<file path="src/rtl/mc_ctrl_pkg.sv">
// Shared types for the multicycle core control path: FSM states, mux select codes
// and the bundle of control strobes that the main FSM decodes each cycle.
package mc_ctrl_pkg;

  typedef enum logic [3:0] {
    IDLE   = 4'd0,
    FETCH  = 4'd1,
    DECODE = 4'd2,
    MEMADR = 4'd3,
    MEMRD  = 4'd4,
    MEMWB  = 4'd5,
    MEMWR  = 4'd6,
    EXECR  = 4'd7,
    EXECI  = 4'd8,
    ALUWB  = 4'd9,
    BRANCH = 4'd10,
    FAULT  = 4'd11
  } state_t;

  localparam logic [1:0] SRCA_REG    = 2'b00;
  localparam logic [1:0] SRCA_PC     = 2'b01;
  localparam logic [1:0] SRCA_ALUOUT = 2'b10;

  localparam logic [1:0] SRCB_REG  = 2'b00;
  localparam logic [1:0] SRCB_IMM  = 2'b01;
  localparam logic [1:0] SRCB_FOUR = 2'b10;

  localparam logic [1:0] RES_ALUOUT = 2'b00;
  localparam logic [1:0] RES_RDATA  = 2'b01;
  localparam logic [1:0] RES_ALU    = 2'b10;

  localparam logic [1:0] OP_DP  = 2'b00;
  localparam logic [1:0] OP_MEM = 2'b01;
  localparam logic [1:0] OP_BR  = 2'b10;

  typedef struct packed {
    logic       mem_req;
    logic       adr_src;
    logic       ir_write;
    logic [1:0] alu_src_a;
    logic [1:0] alu_src_b;
    logic [1:0] result_src;
    logic       alu_op;
    logic       pcs;
    logic       reg_w3;
    logic       mem_w;
    logic       fault;
  } ctrl_t;

endpackage

</file>
<file path="src/rtl/mem_wait_timer.sv">
// Counts consecutive stalled cycles of an outstanding memory request and flags
// expiry in the cycle the count sits at WAIT_LIMIT with no ready.
module mem_wait_timer #(
  parameter int WAIT_LIMIT = 15
) (
  input  logic clk,
  input  logic rst_n,
  input  logic clr,
  input  logic busy,
  input  logic ready,
  output logic expired
);
  localparam int CW = $clog2(WAIT_LIMIT + 1);

  logic [CW-1:0] cnt;
  logic          at_limit;

  assign at_limit = (cnt == CW'(WAIT_LIMIT));

  always_ff @(posedge clk or negedge rst_n) begin
    if (!rst_n)                          cnt <= '0;
    else if (clr)                        cnt <= '0;
    else if (busy && !ready && !at_limit) cnt <= cnt + 1'b1;
  end

  // ready in the limit cycle wins over expiry
  assign expired = busy && !ready && at_limit;

endmodule

</file>
<file path="src/rtl/multicycle_main_fsm.sv">
// Main control FSM of the multicycle ARM core: fetch/decode/memory/ALU sequencing,
// memory handshake with wait timeout, and a sticky fault state.
module multicycle_main_fsm
  import mc_ctrl_pkg::*;
#(
  parameter int WAIT_LIMIT = 15
) (
  input  logic       clk,
  input  logic       reset,
  input  logic [1:0] op,
  input  logic [5:0] funct,
  input  logic [3:0] rd,
  input  logic       mem_ready,
  output logic       mem_req,
  output logic       adr_src,
  output logic       ir_write,
  output logic [1:0] alu_src_a,
  output logic [1:0] alu_src_b,
  output logic [1:0] result_src,
  output logic       alu_op,
  output logic       pcs,
  output logic       reg_w3,
  output logic       mem_w,
  output logic       fault,
  output logic [3:0] state_dbg
);

  state_t state, state_nx;
  ctrl_t  ctrl;
  logic   expired;
  logic   wait_clr;
  logic   unused_funct;

  assign unused_funct = ^funct[4:1];

  always_ff @(posedge clk or negedge reset) begin
    if (!reset) state <= IDLE;
    else        state <= state_nx;
  end

  always_comb begin
    state_nx = state;
    ctrl     = '0;
    case (state)
      IDLE: state_nx = FETCH;
      FETCH: begin
        ctrl.mem_req    = 1'b1;
        ctrl.alu_src_a  = SRCA_PC;
        ctrl.alu_src_b  = SRCB_FOUR;
        ctrl.result_src = RES_ALU;
        ctrl.ir_write   = mem_ready;
        ctrl.pcs        = mem_ready;
        if (mem_ready)    state_nx = DECODE;
        else if (expired) state_nx = FAULT;
      end
      DECODE: begin
        ctrl.alu_src_a  = SRCA_PC;
        ctrl.alu_src_b  = SRCB_FOUR;
        ctrl.result_src = RES_ALU;
        case (op)
          OP_DP:   state_nx = funct[5] ? EXECI : EXECR;
          OP_MEM:  state_nx = MEMADR;
          OP_BR:   state_nx = BRANCH;
          default: state_nx = FAULT;
        endcase
      end
      MEMADR: begin
        ctrl.alu_src_a = SRCA_REG;
        ctrl.alu_src_b = SRCB_IMM;
        state_nx       = funct[0] ? MEMRD : MEMWR;
      end
      MEMRD: begin
        ctrl.mem_req = 1'b1;
        ctrl.adr_src = 1'b1;
        if (mem_ready)    state_nx = MEMWB;
        else if (expired) state_nx = FAULT;
      end
      MEMWB: begin
        ctrl.result_src = RES_RDATA;
        ctrl.reg_w3     = 1'b1;
        ctrl.pcs        = (rd == 4'hF);
        state_nx        = FETCH;
      end
      MEMWR: begin
        ctrl.mem_req = 1'b1;
        ctrl.adr_src = 1'b1;
        ctrl.mem_w   = 1'b1;
        if (mem_ready)    state_nx = FETCH;
        else if (expired) state_nx = FAULT;
      end
      EXECR: begin
        ctrl.alu_src_a = SRCA_REG;
        ctrl.alu_src_b = SRCB_REG;
        ctrl.alu_op    = 1'b1;
        state_nx       = ALUWB;
      end
      EXECI: begin
        ctrl.alu_src_a = SRCA_REG;
        ctrl.alu_src_b = SRCB_IMM;
        ctrl.alu_op    = 1'b1;
        state_nx       = ALUWB;
      end
      ALUWB: begin
        ctrl.result_src = RES_ALUOUT;
        ctrl.reg_w3     = 1'b1;
        ctrl.pcs        = (rd == 4'hF);
        state_nx        = FETCH;
      end
      BRANCH: begin
        ctrl.alu_src_a  = SRCA_REG;
        ctrl.alu_src_b  = SRCB_IMM;
        ctrl.result_src = RES_ALU;
        ctrl.pcs        = 1'b1;
        state_nx        = FETCH;
      end
      FAULT: begin
        ctrl.fault = 1'b1;
        state_nx   = FAULT;
      end
      default: state_nx = FAULT;
    endcase
  end

  // restart the wait count on every transition and outside memory states
  assign wait_clr = (state_nx != state) || !ctrl.mem_req;

  mem_wait_timer #(.WAIT_LIMIT(WAIT_LIMIT)) u_wait (
    .clk     (clk),
    .rst_n   (reset),
    .clr     (wait_clr),
    .busy    (ctrl.mem_req),
    .ready   (mem_ready),
    .expired (expired)
  );

  assign mem_req    = ctrl.mem_req;
  assign adr_src    = ctrl.adr_src;
  assign ir_write   = ctrl.ir_write;
  assign alu_src_a  = ctrl.alu_src_a;
  assign alu_src_b  = ctrl.alu_src_b;
  assign result_src = ctrl.result_src;
  assign alu_op     = ctrl.alu_op;
  assign pcs        = ctrl.pcs;
  assign reg_w3     = ctrl.reg_w3;
  assign mem_w      = ctrl.mem_w;
  assign fault      = ctrl.fault;
  assign state_dbg  = state;

endmodule

</file>
<file path="config.mk">
export PLATFORM = sky130hd
export DESIGN_NAME = multicycle_main_fsm
export DESIGN_NICKNAME = d
export VERILOG_FILES = /design/src/rtl/mc_ctrl_pkg.sv /design/src/rtl/mem_wait_timer.sv /design/src/rtl/multicycle_main_fsm.sv
export SDC_FILE = /design/constraint.sdc
export NUM_CORES = 1
export LEC_CHECK = 0
export ABC_AREA = 1
export BUFFER_PORTS_ARGS = -buffer_cell sky130_fd_sc_hd__buf_2
export CAP_MARGIN = 20
export CELL_PAD_IN_SITES_DETAIL_PLACEMENT = 0
export CELL_PAD_IN_SITES_GLOBAL_PLACEMENT = 1
export CORE_MARGIN = 4
export CORE_UTILIZATION = 33
export CTS_BUF_LIST = sky130_fd_sc_hd__clkbuf_4
export CTS_CLUSTER_DIAMETER = 150
export DETAILED_ROUTE_END_ITERATION = 8
export PLACE_DENSITY_LB_ADDON = 0.15
export SYNTH_ARGS = -nofsm -noshare
export SYNTH_HDL_FRONTEND = slang
export SYNTH_SLANG_ARGS = --single-unit
</file>
<file path="constraint.sdc">
create_clock -name clk -period 2 [get_ports clk]
set_clock_uncertainty 0.05 [all_clocks]
set_input_delay 0.5 -clock clk [delete_from_list [all_inputs] [get_ports clk]]
set_output_delay 0.5 -clock clk [all_outputs]
set_load 0.01 [all_outputs]
</file>
==> reports/qor.txt <==
area delta synth->final: 31.7%
Leak: 0.505 nW
first-pass GRT wire length: 2660 µm
Cell Rows: 16
status: completed
Synthesized Nets: 121
Setup TNS Final: 0 ns
Fillers: 227
period utilisation layout: 96.2%
Final min period: 1.92 ns
final WL: 1610 µm
Seq pwr share: 52.6%
Clock transition at path regs: 0.05 ns
Routed WL per cell: 9.91 µm
Power Total: 0.000308 W
multi-input logic area: 403 µm²
internal power: 0.000243 W
FMAX: 0.520 GHz
CTS tree: done
synthesis-stage register bit count: 8
residual DRC count: 0
Final #Nets: 155
combinational power share: 9.1%
syn_area_per_cell: 6.56 µm²
Skew-Pair Late Insertion Delay: 0.24 ns
Sink Count: 8
die area: 2840 µm²
synth top area cells: dfrtp_1 (30%), nand2_1 (14%), inv_1 (7.8%), nor2_1 (7.8%), nand3_1 (6.7%)
Die W: 53.3 µm
Final Hold Vio Count: 0
Port Buffer Count: 27
Pre-Repair DR Iteration Count: 4
total number of vias: 700
Reg area: 205 µm²
fraction of the yosys area taken by sequential cells: 29.6%
switching power as a share of total power: 21.0%
CP Capture Type: output pin
Cells after Synth: 103
Clock Power Share: 38.3%
Post-DRT Antenna Nets: 0
antenna violations before repair: 0
Crit Path Class: reg2out
commonest cells after routing, fill and taps aside: buf_2 (27), nand2_1 (25), nor2_1 (14), inv_1 (13), nand3_1 (9)
CTS Buf Count: 3
Synth cell types: 24
WP data arrival: 1.37 ns
Final setup viols: 0
RSZ-0062 raised after global routing: false
gr usage total: 12.4%
gr ovfl total: 0
fraction of layout instances using a drive strength above 1: 37.8%
IO Pins: 33
VDD IR-drop max: 0.202 mV
Core Region: 1960 µm²
Root Driver: clkbuf_4
clock buffer depth: 2
crit path launch type: flip-flop
Ant. Diodes: 0
largest net degree at the start of global routing: 9
GPL Wtd Cong: 0.776
via/cell ratio: 4.32
critical path required time: 1.45 ns
Post-Place Setup Slack: 0.277 ns
Starting Density: 34.4%
CP Max Fanout: 5
synth warn: 0
post-route worst setup slack: 0.0761 ns
commonest non-fill, non-tap cell in the layout: buf_2
post-synthesis instance area: 676 µm²
Hold/Removal Path Class: in2async
post-synth top area cell: dfrtp_1
Die H: 53.3 µm
top-area cell type share of the netlist area: 29.6%
Initial DRC Count: 13
vias in the first global route: 658
CTS H-Tree Depth: 1
Hold Buf Count CTS: 0
DP HPWL: 1380 µm
max cap viols: 0
WHS: 0.0342 ns
Slew Limit Fails: 0
power density over cell area: 346 nW/µm²
NetSw: 0.0000648 W
==> power groups by stage <==
stage / sequential, W / clock, W / combinational, W
6_report: 0.000162 / 0.000118 / 0.0000280
3_3_place_gp: 0.000165 / 0 / 0.0000280
2_1_floorplan: 0.000165 / 0 / 0.0000144
4_1_cts: 0.000162 / 0.000122 / 0.0000287
3_5_place_dp: 0.000165 / 0 / 0.0000286
5_1_grt: 0.000162 / 0.000133 / 0.0000328
==> per-stage QoR <==
stage	instances	utilization (%)	cell area, µm²
4_1_cts	158	43.4	852
5_1_grt	162	45.3	890
2_1_floorplan	103	-	676
6_report	162	45.3	890
3_5_place_dp	155	42.3	830
3_3_place_gp	155	42.3	830
==> cell families after synthesis <==
group           count (synthesis)  synth area share [%]
compound gates                 12                  10.4
xor+xnor                        2                  2.59
fa+ha+maj                       3                  5.56
buf+inv                        18                  11.1
flops                           8                  29.6
other cells                     1                 0.555
simple gates                   59                  40.2
==> worst max-delay path: stages, from the launching register on <==
cell and delay [ns]:
dfrtp_2 0.44, buf_4 0.15, buf_4 0.12, nor2_2 0.14, inv_1 0.10, nand2_1 0.06
buf_2 0.12
==> cells in the mapped netlist (all sizes together) <==
library cell   n
a21boi         1
a21oi          4
and3           1
buf            2
conb           1
dfrtp          8
ha             3
inv           16
nand2         30
nand3         10
nand4          1
nor2          17
o21ai          5
o21bai         1
o22ai          1
xnor2          1
xor2           1
==> what timing repair did <==
item | in CTS | in global routing
gates resized for setup | 0 | 6
buffers inserted | 0 | 4
setup endpoints to repair | 0 | 3
==> layer usage <==
layer / vias up / global-route usage, % / wire [µm]
met1: 301 / 16.1 / 750
met5: - / 0 / 0
met3: 0 / 1.13 / 64
met4: 0 / 2.55 / 0
met2: 12 / 21.8 / 791
li1: 387 / - / -
==> cell type report <==
type / count / area share, %
multi-input cells: 77 / 45.3
flip-flops and latches: 8 / 23.1
repair buffers: 31 / 18.6
inverters: 16 / 6.75
well taps: 27 / 3.80
clock buffers: 3 / 2.53
==> registers in the layout, summed over array words and instances (netlist names) <==
register and count:
u_wait.cnt 4, state_dbg 4
==> final timing paths <==
| path | endpoint | from | depth (start not counted) | slack, ns |
|---|---|---|---|---|
| max reg2reg | state_dbg[0]$_DFF_PN0_ | state_dbg[0]$_DFF_PN0_ | 7 | 0.72 |
| max | mem_req | state_dbg[0]$_DFF_PN0_ | 6 | 0.08 |
| min reg2reg | u_wait.cnt[0]$_DFFE_PN0P_ | u_wait.cnt[0]$_DFFE_PN0P_ | 1 | 0.42 |
| min in group clk | u_wait.cnt[0]$_DFFE_PN0P_ | u_wait.cnt[0]$_DFFE_PN0P_ | 1 | 0.42 |
| max in group asynchronous | state_dbg[0]$_DFF_PN0_ | reset | 1 | 1.69 |
| min | u_wait.cnt[3]$_DFFE_PN0P_ | reset | 1 | 0.03 |
Note: power is estimated with default switching activity, not from simulation.
